--- src/rtl/init_step_sequencer_pkg.sv ---
// rtl/init_step_sequencer_pkg.sv - shared types and step-selection helpers for the init sequencer
package init_seq_pkg;

    // Widest step mask the selection helper can scan; step codes must fit below this.
    localparam int MAX_STEPS = 32;
    localparam int IDX_W     = 6;
    localparam int CODE_IDLE = 0;

    typedef enum logic [2:0] {
        ST_IDLE,
        ST_ISSUE,
        ST_WAIT,
        ST_DONE,
        ST_ERR
    } seq_state_t;

    // Result of a mask scan: found=0 means no runnable step remains.
    typedef struct packed {
        logic             found;
        logic [IDX_W-1:0] idx;
    } step_sel_t;

    // ctrl_I value presented in the DONE cycle.
    function automatic int done_code(input int num_steps);
        return num_steps + 1;
    endfunction

    // Lowest index >= cur whose skip bit is clear. Unused upper mask bits must be
    // set by the caller so the scan never runs past the last real step.
    function automatic step_sel_t next_step(input logic [MAX_STEPS-1:0] mask,
                                            input logic [IDX_W-1:0]     cur);
        step_sel_t sel;
        sel.found = 1'b0;
        sel.idx   = '0;
        for (int i = MAX_STEPS - 1; i >= 0; i--) begin
            if (i >= int'(cur) && !mask[i]) begin
                sel.found = 1'b1;
                sel.idx   = IDX_W'(i);
            end
        end
        return sel;
    endfunction

endpackage

--- src/rtl/step_timeout_timer.sv ---
// rtl/step_timeout_timer.sv - per-step wait timer, flags the last allowed WAIT cycle
module step_timeout_timer #(
    parameter int TIMEOUT_CYC = 1023
) (
    input  logic clk,
    input  logic reset,
    input  logic clear,
    input  logic enable,
    output logic expired
);

    localparam int CNT_W   = (TIMEOUT_CYC > 0) ? $clog2(TIMEOUT_CYC + 1) : 1;
    localparam bit ENABLED = (TIMEOUT_CYC > 0);
    localparam logic [CNT_W-1:0] LAST = ENABLED ? CNT_W'(TIMEOUT_CYC - 1) : '0;

    logic [CNT_W-1:0] count;

    // Count enabled cycles; saturate at LAST so the counter can never wrap.
    always_ff @(posedge clk) begin
        if (!reset || clear) begin
            count <= '0;
        end else if (ENABLED && enable && count != LAST) begin
            count <= count + CNT_W'(1);
        end
    end

    // Expiry is the cycle in which the counter shows LAST; a zero timeout never expires.
    assign expired = ENABLED && enable && (count == LAST);

endmodule

--- src/rtl/init_step_sequencer.sv ---
// rtl/init_step_sequencer.sv - walks numbered init steps through the write engine with skip, retry and error status
module init_step_sequencer
    import init_seq_pkg::*;
#(
    parameter int NUM_STEPS   = 11,
    parameter int CTRL_W      = 4,
    parameter int TIMEOUT_CYC = 1023,
    parameter int MAX_RETRY   = 2
) (
    input  logic                 clk,
    input  logic                 reset,
    input  logic                 Inicio_I,
    input  logic                 Final_WR,
    input  logic [NUM_STEPS-1:0] skip_mask,
    output logic [CTRL_W-1:0]    ctrl_I,
    output logic                 step_req,
    output logic                 busy,
    output logic                 done,
    output logic                 error,
    output logic [CTRL_W-1:0]    err_step
);

    localparam int RETRY_W = (MAX_RETRY > 0) ? $clog2(MAX_RETRY + 1) : 1;
    localparam logic [CTRL_W-1:0] DONE_CODE = CTRL_W'(done_code(NUM_STEPS));
    localparam logic [CTRL_W-1:0] IDLE_CODE = CTRL_W'(CODE_IDLE);

    if (2 ** CTRL_W <= NUM_STEPS + 1) begin : g_bad_ctrl_w
        $error("init_step_sequencer: CTRL_W too narrow for NUM_STEPS+1");
    end
    if (NUM_STEPS < 1 || NUM_STEPS >= MAX_STEPS) begin : g_bad_num_steps
        $error("init_step_sequencer: NUM_STEPS out of range");
    end

    seq_state_t            state;
    logic [CTRL_W-1:0]     cur_code;
    logic [RETRY_W-1:0]    retry;
    logic [NUM_STEPS-1:0]  skip_q;
    logic                  timeout;

    logic [MAX_STEPS-1:0]  start_mask;
    logic [MAX_STEPS-1:0]  run_mask;
    step_sel_t             first_sel;
    step_sel_t             adv_sel;
    logic [CTRL_W-1:0]     first_code;
    logic [CTRL_W-1:0]     adv_code;

    // Pad masks with ones above the last step so the scan stops at NUM_STEPS.
    always_comb begin
        start_mask                  = '1;
        start_mask[NUM_STEPS-1:0]   = skip_mask;
        run_mask                    = '1;
        run_mask[NUM_STEPS-1:0]     = skip_q;
        first_sel  = next_step(start_mask, '0);
        adv_sel    = next_step(run_mask, IDX_W'(cur_code));
        first_code = CTRL_W'(first_sel.idx) + CTRL_W'(1);
        adv_code   = CTRL_W'(adv_sel.idx) + CTRL_W'(1);
    end

    step_timeout_timer #(
        .TIMEOUT_CYC(TIMEOUT_CYC)
    ) u_timer (
        .clk     (clk),
        .reset   (reset),
        .clear   (state != ST_WAIT),
        .enable  (state == ST_WAIT),
        .expired (timeout)
    );

    // Sequencer FSM; outputs are registered alongside the state they decode.
    always_ff @(posedge clk) begin
        if (!reset) begin
            state    <= ST_IDLE;
            cur_code <= '0;
            retry    <= '0;
            skip_q   <= '0;
            ctrl_I   <= '0;
            step_req <= 1'b0;
            busy     <= 1'b0;
            done     <= 1'b0;
            error    <= 1'b0;
            err_step <= '0;
        end else begin
            step_req <= 1'b0;
            done     <= 1'b0;
            case (state)
                ST_IDLE, ST_ERR: begin
                    if (Inicio_I) begin
                        skip_q   <= skip_mask;
                        error    <= 1'b0;
                        err_step <= '0;
                        retry    <= '0;
                        if (first_sel.found) begin
                            state    <= ST_ISSUE;
                            cur_code <= first_code;
                            ctrl_I   <= first_code;
                            step_req <= 1'b1;
                            busy     <= 1'b1;
                        end else begin
                            state    <= ST_DONE;
                            cur_code <= '0;
                            ctrl_I   <= DONE_CODE;
                            done     <= 1'b1;
                            busy     <= 1'b0;
                        end
                    end
                end
                ST_ISSUE: begin
                    // An ack seen here belongs to the previous step and is dropped.
                    state <= ST_WAIT;
                end
                ST_WAIT: begin
                    if (Final_WR) begin
                        // Ack beats a coincident timeout.
                        retry <= '0;
                        if (adv_sel.found) begin
                            state    <= ST_ISSUE;
                            cur_code <= adv_code;
                            ctrl_I   <= adv_code;
                            step_req <= 1'b1;
                        end else begin
                            state    <= ST_DONE;
                            cur_code <= '0;
                            ctrl_I   <= DONE_CODE;
                            done     <= 1'b1;
                            busy     <= 1'b0;
                        end
                    end else if (timeout) begin
                        if (int'(retry) < MAX_RETRY) begin
                            state    <= ST_ISSUE;
                            retry    <= retry + RETRY_W'(1);
                            step_req <= 1'b1;
                        end else begin
                            state    <= ST_ERR;
                            ctrl_I   <= IDLE_CODE;
                            busy     <= 1'b0;
                            error    <= 1'b1;
                            err_step <= cur_code;
                            retry    <= '0;
                        end
                    end
                end
                ST_DONE: begin
                    state  <= ST_IDLE;
                    ctrl_I <= IDLE_CODE;
                end
                default: begin
                    state  <= ST_IDLE;
                    ctrl_I <= IDLE_CODE;
                    busy   <= 1'b0;
                end
            endcase
        end
    end

endmodule
--- config.mk ---
export PLATFORM = sky130hd
export DESIGN_NAME = init_step_sequencer
export DESIGN_NICKNAME = d
export VERILOG_FILES = /design/src/rtl/init_step_sequencer_pkg.sv /design/src/rtl/step_timeout_timer.sv /design/src/rtl/init_step_sequencer.sv
export SDC_FILE = /design/constraint.sdc
export NUM_CORES = 1
export LEC_CHECK = 0
export BUFFER_PORTS_ARGS = -buffer_cell sky130_fd_sc_hd__buf_2
export CAP_MARGIN = 5
export CORE_MARGIN = 2
export CORE_UTILIZATION = 32
export CTS_CLUSTER_SIZE = 40
export DETAILED_ROUTE_END_ITERATION = 7
export PLACE_DENSITY = 0.56
export SETUP_SLACK_MARGIN = 0.4
export SLEW_MARGIN = 20
export SYNTH_ARGS = -nofsm -noshare
export SYNTH_HDL_FRONTEND = slang
export SYNTH_SLANG_ARGS = --single-unit
export TNS_END_PERCENT = 5
--- constraint.sdc ---
create_clock -name clk -period 4.27 [get_ports clk]
set_input_delay 0 -clock clk [delete_from_list [all_inputs] [get_ports clk]]
set_output_delay 0 -clock clk [all_outputs]
set_load 0.03 [all_outputs]
After elaboration in Yosys (flattened, before gate mapping)
Cells that the tools add are included.

storage, ports and cells
  register bits after elaboration = 42
  input bits = 15
  output and inout bits = 12
  logic and storage cells = 155

operators by class
  add/subtract/negate cells = 4
  magnitude comparators = 12
  equality and inequality tests = 15
  mux-type cells = 74
  bitwise logic cells = 2
  reduce and logical (&&, ||, !) cells = 37

operators with widths
  operator               count
  $mux 7                 22
  $mux 4                 14
  $mux 1                 19
  $ge 3x4->1 const A     4
  $pmux 4 s2             2
  $logic_and 1x1->1      13
  $ge 4x4->1 const A     3
  $logic_not 1->1        12
  $mux 2                 6
  $mux 3                 4
  $pmux 4 s3             1
  $add 10x1->10 const B  1
  $eq 10x10->1 const B   1
  $ne 10x10->1 const B   1
  $ne 2x2->1 const B     5
  $reduce_and 5->1       2
  $ne 3x3->1 const B     3
  $pmux 3 s3             1
  $add 4x1->4 const B    2
  $ge 1x4->1 const A     2
  $ge 2x4->1 const A     2
  $eq 3x2->1 const B     2
  $pmux 1 s2             3
  $reduce_and 3->1       2
  14 further kinds       17

Logic depth before layout (Yosys ltp)
  depth in word-level cells = 17
  gate-level depth with buffers = 10
  gate-level depth less buffers = 9

Cells and area by module
From an unflattened synthesis, not the netlist that was laid out.

unflattened totals
  cells, all modules = 313
  area, all modules = 2443.6 um^2

by module, submodules not included
  module               instances  cells an instance  area each (um^2)  seq. area each (um^2)
  init_step_sequencer  1          252                1900.6            640.6
  step_timeout_timer   1          61                 543.0             200.2

Worst setup path before layout
OpenSTA, ideal clock, no wires.

  kind = register -> register
  from = register cur_code[2]
  to = register ctrl_I[2]
  library setup time = 70 ps
  arrival = 1827 ps
  required time = 4200 ps
  path slack = 2374 ps
  stages on the path, launching flop included = 10
  path buffers = 1
  period minus slack after synthesis = 1896 ps
  cell sequence = dfxtp_1 buf_2 or3_1 o2bb2ai_1 a31oi_1 a21oi_2 ha_1 a21oi_1 a311o_1 a21oi_1

between the ends
  longest elaborated chain between the ends = 17
  elaborated cells between the ends (all ways) = 37
  those cells by class = add/sub: 1; order compare: 11; mux: 14; reduce/logical: 11

RTL lines
  element                 line                           source
  start, declared         init_step_sequencer.sv:35      logic [CTRL_W-1:0] cur_code;
  start signal, assigned  init_step_sequencer.sv:94      cur_code <= first_code;
  start signal, assigned  init_step_sequencer.sv:117     cur_code <= adv_code;
  $ge 4x4->1              init_step_sequencer_pkg.sv:36  if (i >= int'(cur) && !mask[i]) begin
  $logic_and 1x1->1       init_step_sequencer_pkg.sv:36
  $mux 7 (10 in series)   init_step_sequencer_pkg.sv:36
  $mux 7 *                init_step_sequencer_pkg.sv:36
  $add 4x1->4             init_step_sequencer.sv:56      adv_code = CTRL_W'(adv_sel.idx) + CTRL_W'(1);
  $mux 4 *                init_step_sequencer.sv:115     if (adv_sel.found) begin
  $mux 4 *                init_step_sequencer.sv:112     if (Final_WR) begin
  $pmux 4 s3 *            init_step_sequencer.sv:85      case (state)
  end signal, assigned    init_step_sequencer.sv:95      ctrl_I <= first_code;
  end signal, assigned    init_step_sequencer.sv:118     ctrl_I <= adv_code;
  end, declared           init_step_sequencer.sv:15      output logic [CTRL_W-1:0] ctrl_I,

Mark *: on every way between the ends. The rest lies on a longest branch, timed or not.
A chain may end at the register's enable or synchronous reset.

Worst setup path after layout
Same ends and word-level chain as after synthesis.

==> metrics <==
final core utilization 37.6%; share of cells above drive strength 1 15.5%; Static Leakage 1.00 nW; Num CTS Buffers 5; Reg clk slew, reported paths 90 ps; Root Buffer clkbuf_8; sequential cell area 841 um^2; die width 91.4 um; worst hold slack -1.86 ps; routed len/inst 14.4 um; Fmax 430 MHz; CTS Buffer Depth 2; Req. time, crit path 4510 ps; CP Max Fanout 12; Clock Latency Late Sink 300 ps; Overall Power 0.883 mW; height of the die 91.4 um; antenna violations before repair 0; reg2reg end ctrl_I[2]; crit path launch type flip-flop; metal3 WL 302 um; total track usage 15.0%; DRT met1 WL 3150 um; Place WS 2020 ps; Syn Nets 325; total grt overflow 0; TritonCTS clock tree built; Boundary Pins 27; Sinks on Clock Net 42; vias per std cell 5.25; Seq/Total Area, Yosys 34.4%; Post-CTS Setup Repair Bufs 0; Top FF cell, synth dfxtp_1; Post-synth EDFFs 0; failing checks hold timing; num rows 31; worst reg2reg path depth 8; Hold Path End skip_q[3]; WHS Path Cells 3; first-pass GRT wire length 10,300 um; status complete, but fails checks; initial core utilization 33.4%; drt total wl 6200 um; DR WL met2 2680 um; clock skew 8.01 ps; post-DP HPWL 4390 um; area delta synth->final 12.8%; Final Wtd Congestion 0.829; worst r2r src cur_code[2]; min Tclk post-route 2320 ps; Worst-Margin Slew 600 ps; Antenna diodes 0; Iteration-0 DRC Markers 144; flop-to-flop setup slack 1950 ps; Tightest Hold Check Type input pin to flip-flop; Pwr Density 320 nW/um^2; CP Capture Type flip-flop; Max rail drop VDD 113 uV; filler cell count in the final layout 760; largest net degree at the start of global routing 36; syn avg cell area 7.99 um^2; antenna-violating nets left 0; die footprint 8350 um^2; drt first pass iters 4; MaxCap Viol Count 0; Top Metal Used met4; Async SR Flop Fraction 0%; Synth Instances 306; # nets final 348; Slew headroom 60.0%; multi-input logic area 1460 um^2; Crit path arrival time 2560 ps; Crit Path Class flip-flop to flip-flop; drc violations 0; Yosys Warn Count 0; mapped cell area 2440 um^2; hold_buf cts 7; port bufs 26; Hold Fails Final Rpt 1; unrepaired setup endpoints after global routing false; Setup WS post-layout 1950 ps; H-tree depth 2; Yosys reg bits 42; start point of the worst hold path skip_mask[3]; CTS resizes 0; Synth cell types 62; number of global-route vias before repair 2,021; Final Max Tran Viols 0; via count 2,252; core footprint 7330 um^2; period utilisation layout 54.4%; Final TNS setup 0 ps; Final setup viols 0
## cell families (layout without fill, tap and decap cells)
| group | count (synthesis) | count (layout) | synth area share, % |
|---|---|---|---|
| buffers and inverters | 27 | 51 | 5.73 |
| xor gates and xnor gates | 9 | 9 | 3.22 |
| and+or+nand+nor | 126 | 126 | 26.3 |
| muxes | 2 | 2 | 0.870 |
| adders and majority gates | 4 | 4 | 2.05 |
| AOI/OAI and AO/OA | 96 | 96 | 27.4 |
| DFF | 42 | 42 | 34.4 |
## layout by cell type, fill, tap and decap left out, types with 6 or more instances in the layout
cell and n:
nor2b_1 11, a22oi_1 6, nand2_1 45, a21boi_0 12, dfxtp_1 42, clkbuf_8 6, dlygate4sd3_1 7, nand3_1 11
o21ai_0 18, a21oi_1 16, xor2_1 6, inv_1 10, buf_2 26, nor2_1 21, nand4_1 6
## critical path, cell delays in order (launching register included)
cell	delay [ps]
dfxtp_1	590
a21oi_1	160
o21ai_1	340
o21ai_0	180
a22oi_1	230
ha_1	240
a21oi_1	60
a311o_1	350
a21oi_1	120
## cells in the mapped netlist, drive strengths merged, types with 2 or more instances
library cell,count,share of area (%)
nand2,46,7.2
dfxtp,42,34
nor2,22,3.5
o21ai,21,4.5
a21oi,18,4.0
a21boi,12,3.7
nand3,12,2.7
nor2b,12,3.4
buf,11,3.3
inv,10,1.5
a22oi,6,1.8
a31oi,6,2.1
clkbuf,6,0.92
nand4,6,1.5
xor2,6,2.1
nor3,5,1.0
nor3b,5,1.7
a21o,4,1.2
ha,4,2.0
or3,4,1.0
a211oi,3,0.92
and4,3,1.1
nand2b,3,0.77
o21a,3,0.92
o221a,3,1.4
o31ai,3,0.92
xnor2,3,1.1
and2,2,0.51
o211ai,2,0.61
o22ai,2,0.51
o2bb2ai,2,0.72
o32ai,2,0.72
## how the worst max path moves through the flow
stage,cells after the start,start,to,slack [ps]
floorplan,9,cur_code[2],ctrl_I[2],2370
global placement,8,cur_code[2],ctrl_I[2],2070
detailed placement,8,cur_code[2],ctrl_I[2],2020
CTS,8,cur_code[2],ctrl_I[2],1980
global route,8,cur_code[2],ctrl_I[2],1790
finish,8,cur_code[2],ctrl_I[2],1950
## report_power, final
part	total (mW)	internal, mW	switching (mW)
registers	0.438	0.411	0.0272
clock network	0.273	0.131	0.143
logic	0.172	0.0668	0.105
## state kept, by name, summed over array words and instances, names as in the netlist
register	cells
ctrl_I	4
busy	1
err_step	4
state	3
cur_code	4
done	1
error	1
retry	2
step_req	1
skip_q	11
u_timer.count	10
## final cells by class
class | instances | area share (%)
flip-flops and latches | 42 | 30.5
clock buffers | 7 | 3.13
multi-input cells | 237 | 53.1
repair buffers | 33 | 7.26
inverters | 10 | 1.36
clock inverters | 1 | 0.181
well taps | 99 | 4.49
## metrics by stage
step / hold WS, ps / cells / instance area (um^2)
floorplan: 145 / 306 / 2440
global placement: 291 / 414 / 2600
detailed placement: 290 / 414 / 2600
CTS: 2.82 / 429 / 2760
global route: 21.0 / 429 / 2760
finish: -1.86 / 429 / 2760
## routing by layer
layer	track usage, %	vias up
met5	0	-
met4	3.54	0
met3	2.99	6
met2	22.8	54
met1	21.7	1048
li1	-	1144
Note: power is estimated with default switching activity, not from simulation.
